### src/rtl/ram_loader_pkg.sv
// Shared sizing and FSM encoding for the byte-stream RAM loader.
package ram_loader_pkg;
  localparam int DEF_ADDR_W     = 10;
  localparam int BYTES_PER_WORD = 4;
  localparam int DEF_DATA_W     = 8 * BYTES_PER_WORD;

  typedef enum logic [2:0] {
    S_IDLE    = 3'd0,
    S_COLLECT = 3'd1,
    S_WRITE   = 3'd2,
    S_VERIFY  = 3'd3,
    S_DONE    = 3'd4
  } state_t;
endpackage

### src/rtl/ram_loader_if.sv
// Byte-stream input plus data-RAM port; the loader sits on the master side.
interface ram_loader_if
  import ram_loader_pkg::*;
#(
  parameter int ADDR_W = DEF_ADDR_W,
  parameter int DATA_W = DEF_DATA_W
);
  logic [7:0]        in_byte;
  logic              in_valid;
  logic              in_ready;
  logic [ADDR_W-1:0] mem_addr;
  logic [DATA_W-1:0] mem_data;
  logic              mem_str;
  logic [DATA_W-1:0] mem_rdata;

  modport master (
    input  in_byte, in_valid, mem_rdata,
    output in_ready, mem_addr, mem_data, mem_str
  );

  modport slave (
    output in_byte, in_valid, mem_rdata,
    input  in_ready, mem_addr, mem_data, mem_str
  );
endinterface

### src/rtl/ram_loader_word_assembler.sv
// Packs accepted bytes little-endian into words; word_last flags the accept that completes
// a word (same cycle), word_vld pulses the cycle after while word_dat holds the packed word.
module word_assembler
  import ram_loader_pkg::*;
#(
  parameter int DATA_W = DEF_DATA_W
) (
  input  logic              clk,
  input  logic              rst_n,
  input  logic              clr,
  input  logic              accept,
  input  logic [7:0]        in_byte,
  output logic [DATA_W-1:0] word_dat,
  output logic              word_vld,
  output logic              word_last
);
  localparam int CNT_W = $clog2(BYTES_PER_WORD);
  localparam logic [CNT_W-1:0] LAST_BYTE = CNT_W'(BYTES_PER_WORD - 1);

  logic [CNT_W-1:0] byte_cnt;

  assign word_last = accept && (byte_cnt == LAST_BYTE);

  // Shifting right lands the first byte in [7:0] once the word is complete.
  always_ff @(posedge clk or negedge rst_n) begin
    if (!rst_n) begin
      byte_cnt <= '0;
      word_dat <= '0;
      word_vld <= 1'b0;
    end else begin
      word_vld <= word_last;
      if (clr) begin
        byte_cnt <= '0;
      end else if (accept) begin
        byte_cnt <= byte_cnt + CNT_W'(1);
        word_dat <= {in_byte, word_dat[DATA_W-1:8]};
      end
    end
  end
endmodule

### src/rtl/ram_loader.sv
// Loads word_count words from a byte stream into RAM at base_addr, then reads them back to
// verify the running checksum; one WRITE cycle per word, in_ready only while collecting.
module ram_loader
  import ram_loader_pkg::*;
#(
  parameter int ADDR_W = DEF_ADDR_W,
  parameter int DATA_W = DEF_DATA_W
) (
  input  logic              clk,
  input  logic              rst_n,
  input  logic              start,
  input  logic [ADDR_W-1:0] base_addr,
  input  logic [ADDR_W:0]   word_count,
  ram_loader_if.master      bus,
  output logic              busy,
  output logic              done,
  output logic              error,
  output logic [DATA_W-1:0] checksum
);
  state_t            state, state_nxt;
  logic [ADDR_W-1:0] base_q;
  logic [ADDR_W:0]   count_q, index, index_inc;
  logic [DATA_W-1:0] verify_sum, vsum_nxt, word_dat;
  logic              word_vld, word_last, start_ok, accept;

  assign start_ok  = start && ((state == S_IDLE) || (state == S_DONE));
  assign accept    = bus.in_valid && bus.in_ready;
  assign index_inc = index + {{ADDR_W{1'b0}}, 1'b1};
  assign vsum_nxt  = verify_sum + bus.mem_rdata;
  assign bus.mem_addr = base_q + index[ADDR_W-1:0];

  word_assembler #(.DATA_W(DATA_W)) u_asm (
    .clk       (clk),
    .rst_n     (rst_n),
    .clr       (start_ok),
    .accept    (accept),
    .in_byte   (bus.in_byte),
    .word_dat  (word_dat),
    .word_vld  (word_vld),
    .word_last (word_last)
  );

  always_ff @(posedge clk or negedge rst_n) begin
    if (!rst_n) state <= S_IDLE;
    else        state <= state_nxt;
  end

  always_comb begin
    state_nxt = state;
    case (state)
      S_IDLE, S_DONE: if (start) state_nxt = (word_count == '0) ? S_DONE : S_COLLECT;
      S_COLLECT:      if (word_last) state_nxt = S_WRITE;
      S_WRITE:        state_nxt = (index_inc < count_q) ? S_COLLECT : S_VERIFY;
      S_VERIFY:       if (index_inc == count_q) state_nxt = S_DONE;
      default:        state_nxt = S_IDLE;
    endcase
  end

  always_comb begin
    bus.in_ready = 1'b0;
    bus.mem_str  = 1'b0;
    bus.mem_data = '0;
    busy         = 1'b0;
    done         = 1'b0;
    case (state)
      S_COLLECT: begin
        bus.in_ready = 1'b1;
        busy         = 1'b1;
      end
      S_WRITE: begin
        bus.mem_str  = 1'b1;
        bus.mem_data = word_dat;
        busy         = 1'b1;
      end
      S_VERIFY: busy = 1'b1;
      S_DONE:   done = 1'b1;
      default:  ;
    endcase
  end

  // index walks the write addresses, then restarts from 0 for the read-back pass.
  always_ff @(posedge clk or negedge rst_n) begin
    if (!rst_n) begin
      base_q     <= '0;
      count_q    <= '0;
      index      <= '0;
      checksum   <= '0;
      verify_sum <= '0;
      error      <= 1'b0;
    end else if (start_ok) begin
      base_q     <= base_addr;
      count_q    <= word_count;
      index      <= '0;
      checksum   <= '0;
      verify_sum <= '0;
      error      <= 1'b0;
    end else begin
      case (state)
        S_WRITE: begin
          if (word_vld) checksum <= checksum + word_dat;
          index <= (index_inc < count_q) ? index_inc : '0;
        end
        S_VERIFY: begin
          verify_sum <= vsum_nxt;
          if (index_inc == count_q) begin
            index <= '0;
            error <= (vsum_nxt != checksum);
          end else begin
            index <= index_inc;
          end
        end
        default: ;
      endcase
    end
  end
endmodule
### src/flat_wrapper.sv
// flat-port wrapper written by rule: the top's interface ports become plain ports
module ram_loader_flat import ram_loader_pkg::*;
#(
  parameter int ADDR_W = DEF_ADDR_W,
  parameter int DATA_W = DEF_DATA_W
)
  (clk, rst_n, start, base_addr, word_count, busy, done, error, checksum, bus_in_byte, bus_in_valid, bus_mem_rdata, bus_in_ready, bus_mem_addr, bus_mem_data, bus_mem_str);
  ram_loader_if #(.ADDR_W(ADDR_W), .DATA_W(DATA_W)) bus_i ();
  input  logic clk;
  input  logic rst_n;
  input  logic start;
  input  logic [ADDR_W-1:0] base_addr;
  input  logic [ADDR_W:0] word_count;
  output logic busy;
  output logic done;
  output logic error;
  output logic [DATA_W-1:0] checksum;
  input wire logic [$bits(bus_i.in_byte)-1:0] bus_in_byte;
  input wire logic [$bits(bus_i.in_valid)-1:0] bus_in_valid;
  input wire logic [$bits(bus_i.mem_rdata)-1:0] bus_mem_rdata;
  output wire logic [$bits(bus_i.in_ready)-1:0] bus_in_ready;
  output wire logic [$bits(bus_i.mem_addr)-1:0] bus_mem_addr;
  output wire logic [$bits(bus_i.mem_data)-1:0] bus_mem_data;
  output wire logic [$bits(bus_i.mem_str)-1:0] bus_mem_str;
  assign bus_i.in_byte = bus_in_byte;
  assign bus_i.in_valid = bus_in_valid;
  assign bus_i.mem_rdata = bus_mem_rdata;
  assign bus_in_ready = bus_i.in_ready;
  assign bus_mem_addr = bus_i.mem_addr;
  assign bus_mem_data = bus_i.mem_data;
  assign bus_mem_str = bus_i.mem_str;
  ram_loader #(.ADDR_W(ADDR_W), .DATA_W(DATA_W)) u_core (.clk(clk), .rst_n(rst_n), .start(start), .base_addr(base_addr), .word_count(word_count), .bus(bus_i), .busy(busy), .done(done), .error(error), .checksum(checksum));
endmodule
### config.mk
export PLATFORM = sky130hd
export DESIGN_NAME = ram_loader_flat
export DESIGN_NICKNAME = d
export VERILOG_FILES = /design/src/rtl/ram_loader_pkg.sv /design/src/rtl/ram_loader_if.sv /design/src/rtl/ram_loader_word_assembler.sv /design/src/rtl/ram_loader.sv /design/src/flat_wrapper.sv
export SDC_FILE = /design/constraint.sdc
export NUM_CORES = 1
export LEC_CHECK = 0
export CAP_MARGIN = 20
export CORE_ASPECT_RATIO = 0.7
export CORE_MARGIN = 2
export CORE_UTILIZATION = 50
export DETAILED_ROUTE_END_ITERATION = 10
export HOLD_SLACK_MARGIN = 0.15
export PLACE_DENSITY = 0.74
export SKIP_LAST_GASP = 1
export SYNTH_ARGS = -nofsm -noshare
export SYNTH_HDL_FRONTEND = slang
export SYNTH_SLANG_ARGS = --single-unit
### constraint.sdc
create_clock -name clk -period 11.3 [get_ports clk]
set_clock_uncertainty 0.15 [all_clocks]
set_input_delay 1.13 -clock clk [delete_from_list [all_inputs] [get_ports clk]]
set_output_delay 1.13 -clock clk [all_outputs]
set_load 0.02 [all_outputs]
==> metrics.txt <==
Final min period=roughly 5.5 ns; Critical Path Fanout Max=5; Peak supply drop=0.1362 mV; antenna violations before repair=0; HP Start=u_core.base_q[4]; Post-Place Cells=between 1500 and 2000; H-tree Lvls=4; Residual DRC=0; cts bufs inserted=17; asr flop ratio synth=1.000; fin area=~13000 µm²; Tcrit/Tclk final=0.4846; EDFF count, synth=0; vias per cell=5.988; Pins Over Slew Limit=0; Post-DP Area=roughly 12000 µm²; top_reg_cell synth=dfrtp_1; setup slack, reg-to-reg=~6.5 ns; slew at the pin closest to its max-slew limit=approximately 1.1 ns; Util after Layout=0.6144; final hold viol count=0; FF-to-FF path depth=16; Worst-Skew Late Latency=0.44 ns; synthesized instance count=between 1000 and 1500; die width=~180 µm; Post-CTS Hold Fix Bufs=0; Critical Path End Type=register; synth unique cells=a little under 70; Post-CTS Setup Bufs=0; Root Buffer=clkbuf_16; Clock transition at path regs=~0.07 ns; Post-Synthesis Net Count=around 1400; mapped cell area=between 10000 and 15000 µm²; Core Region=~21000 µm²; #FFs+latches synth=approximately 140; synth top area cells=dfrtp_1 32%, ha_1 10%, nand2_1 7.3%; status=finished clean; row count=between 40 and 50; Hold Path Depth=2; DPL Wire Length=24.33 mm; Setup CP Type=input pin to register; Worst Hold End=u_core.base_q[4]; first-pass GRT wire length=roughly 50 mm; nets@finish=roughly 1500; via count of the first global-routing pass=~8900; largest net degree at the start of global routing=80; reg2reg start=u_core.index[0]; setup TNS=0 ns; RSZ-0062 raised after global routing=no; commonest non-fill, non-tap cell in the layout=nand2_1; TritonCTS clock tree=yes; Pleak=5.817 nW; Antenna diodes=0; area grow syn2layout=20.87%; GPL Wtd Cong=0.9380; Synthesis Warnings=0; Max Cap Viol=0; GRT Util Overall=0.2913; Max Freq=between 150 and 200 MHz; Yosys top cell by area=dfrtp_1; worst hold path class=register to register; Startpoint Class=input pin; CTS sink cnt=135; most frequent cells in the layout=204 x nand2_1, 142 x clkdlybuf4s50_1, 135 x dfrtp_1, 94 x o21ai_0, 84 x ha_1; die area=around 22000 µm²; CP Data Required Time=roughly 11 ns; Power Density=230.8 nW/µm²; final std cells w/o fill=roughly 1700; gr ovfl total=0; relative slew slack=0.2281; worst path arrival time=5.64 ns; post-synth top area share=0.3219; input/output buffers=between 100 and 150; layout cell share with drive strength beyond 1=0.04559; Routed WL per cell=19.32 µm; register area share after synthesis=0.3219; Iteration-0 DRC Markers=approximately 1100; routed via count=between 9000 and 10000; syn_area_per_cell=roughly 8.3 µm²; Starting Density=0.5083; PostCTS Resize Cnt=0; clk buf depth=2; die height=roughly 130 µm; RR Endpoint=u_core.error; Pre-antenna DRT Iters=6; DRT antenna net count=0; final WL=32.03 mm; endpoints failing setup=0; IO Count=between 100 and 150
report_power, final:
group	switching [W]	total (W)	internal (W)
sequential	0.000140	0.000775	0.000635
combinational	0.000941	0.00159	0.000651
clock	0.000245	0.000560	0.000315
total	0.00133	0.00293	0.00160
cell usage after synthesis, types with 5 or more instances:
master,count
xnor2_1,55
ha_1,84
nor3b_1,10
nand4_1,14
nand2b_1,6
nand3_1,66
dfrtp_1,135
a211oi_1,9
a21o_1,34
o31ai_1,8
buf_1,5
a211o_1,5
nand2_1,205
o21bai_1,9
nor2_1,59
o21a_1,22
xor2_1,42
a21oi_1,60
mux2_2,7
nor4_1,9
nor3_1,26
inv_1,44
a31oi_1,10
and2_1,42
or3_1,10
a22oi_1,9
o21ai_0,94
and3_1,10
nor4b_1,7
clkbuf_1,57
nor2b_1,13
mux2i_1,9
a2111oi_0,5
a22o_1,8
stage by stage:
step,total power [W],setup slack (ns),hold WS (ns)
6_report,0.002928,5.824,0.3290
5_1_grt,0.003127,5.676,0.3558
4_1_cts,0.002907,6.038,0.3346
3_5_place_dp,0.002339,5.655,0.3174
3_3_place_gp,0.002326,5.675,0.3143
2_1_floorplan,0.001866,7.048,0.2973
worst max-delay path by stage:
stage,start,end,slack (ns),cells past startpoint
after CTS,bus_mem_rdata[1],u_core.error,6.04,13
after global routing,bus_mem_rdata[1],u_core.error,5.68,13
final,bus_mem_rdata[1],u_core.error,5.82,13
after detailed placement,bus_mem_rdata[1],u_core.error,5.65,13
after global placement,bus_mem_rdata[1],u_core.error,5.68,13
after floorplan,bus_mem_rdata[0],u_core.error,7.05,14
critical path, cell delays in order:
cell and delay, ns:
clkdlybuf4s50_1 0.44, ha_1 0.32, a211o_1 0.35, a2111oi_0 0.97, nor3_1 0.23, nor3_1 0.64, o41ai_1 0.27, a21boi_0 0.33
xnor2_1 0.24, xnor2_1 0.17, nand4_1 0.13, nor4_2 0.31, a21oi_1 0.10
cell type report:
class | instances | area, µm²
clock buffers | 19 | 442.9
clock inverters | 13 | 138.9
fillers | 1815 | 7961
inverters | 44 | 165.2
multi-input cells | 1020 | 6720
flip-flops and latches | 135 | 3378
well taps | 276 | 345.3
repair buffers | 151 | 1493
flip-flops by register name (all words and copies together), names as in the netlist:
signal / count
u_core.u_asm.word_vld: 1
u_core.error: 1
u_core.u_asm.word_dat: 32
u_core.base_q: 10
u_core.checksum: 32
u_core.count_q: 11
u_core.verify_sum: 32
u_core.state: 3
u_core.u_asm.byte_cnt: 2
u_core.index: 11
kinds of logic after synthesis:
family          synth area share
flops                     0.3219
compound gates            0.1982
fa+ha+maj                 0.1059
simple gates              0.2299
mux                      0.01610
xor+xnor                 0.08966
buf+inv                  0.03839
metal layers:
metal,vias to the layer above,GRT usage,part of all wire
met5,-,0,0
met4,0,0.04764,0.0072
met3,21,0.06204,0.096
met2,458,0.3770,0.39
met1,4716,0.4882,0.51
li1,4733,-,-
Power figures use the tool's default switching activity.
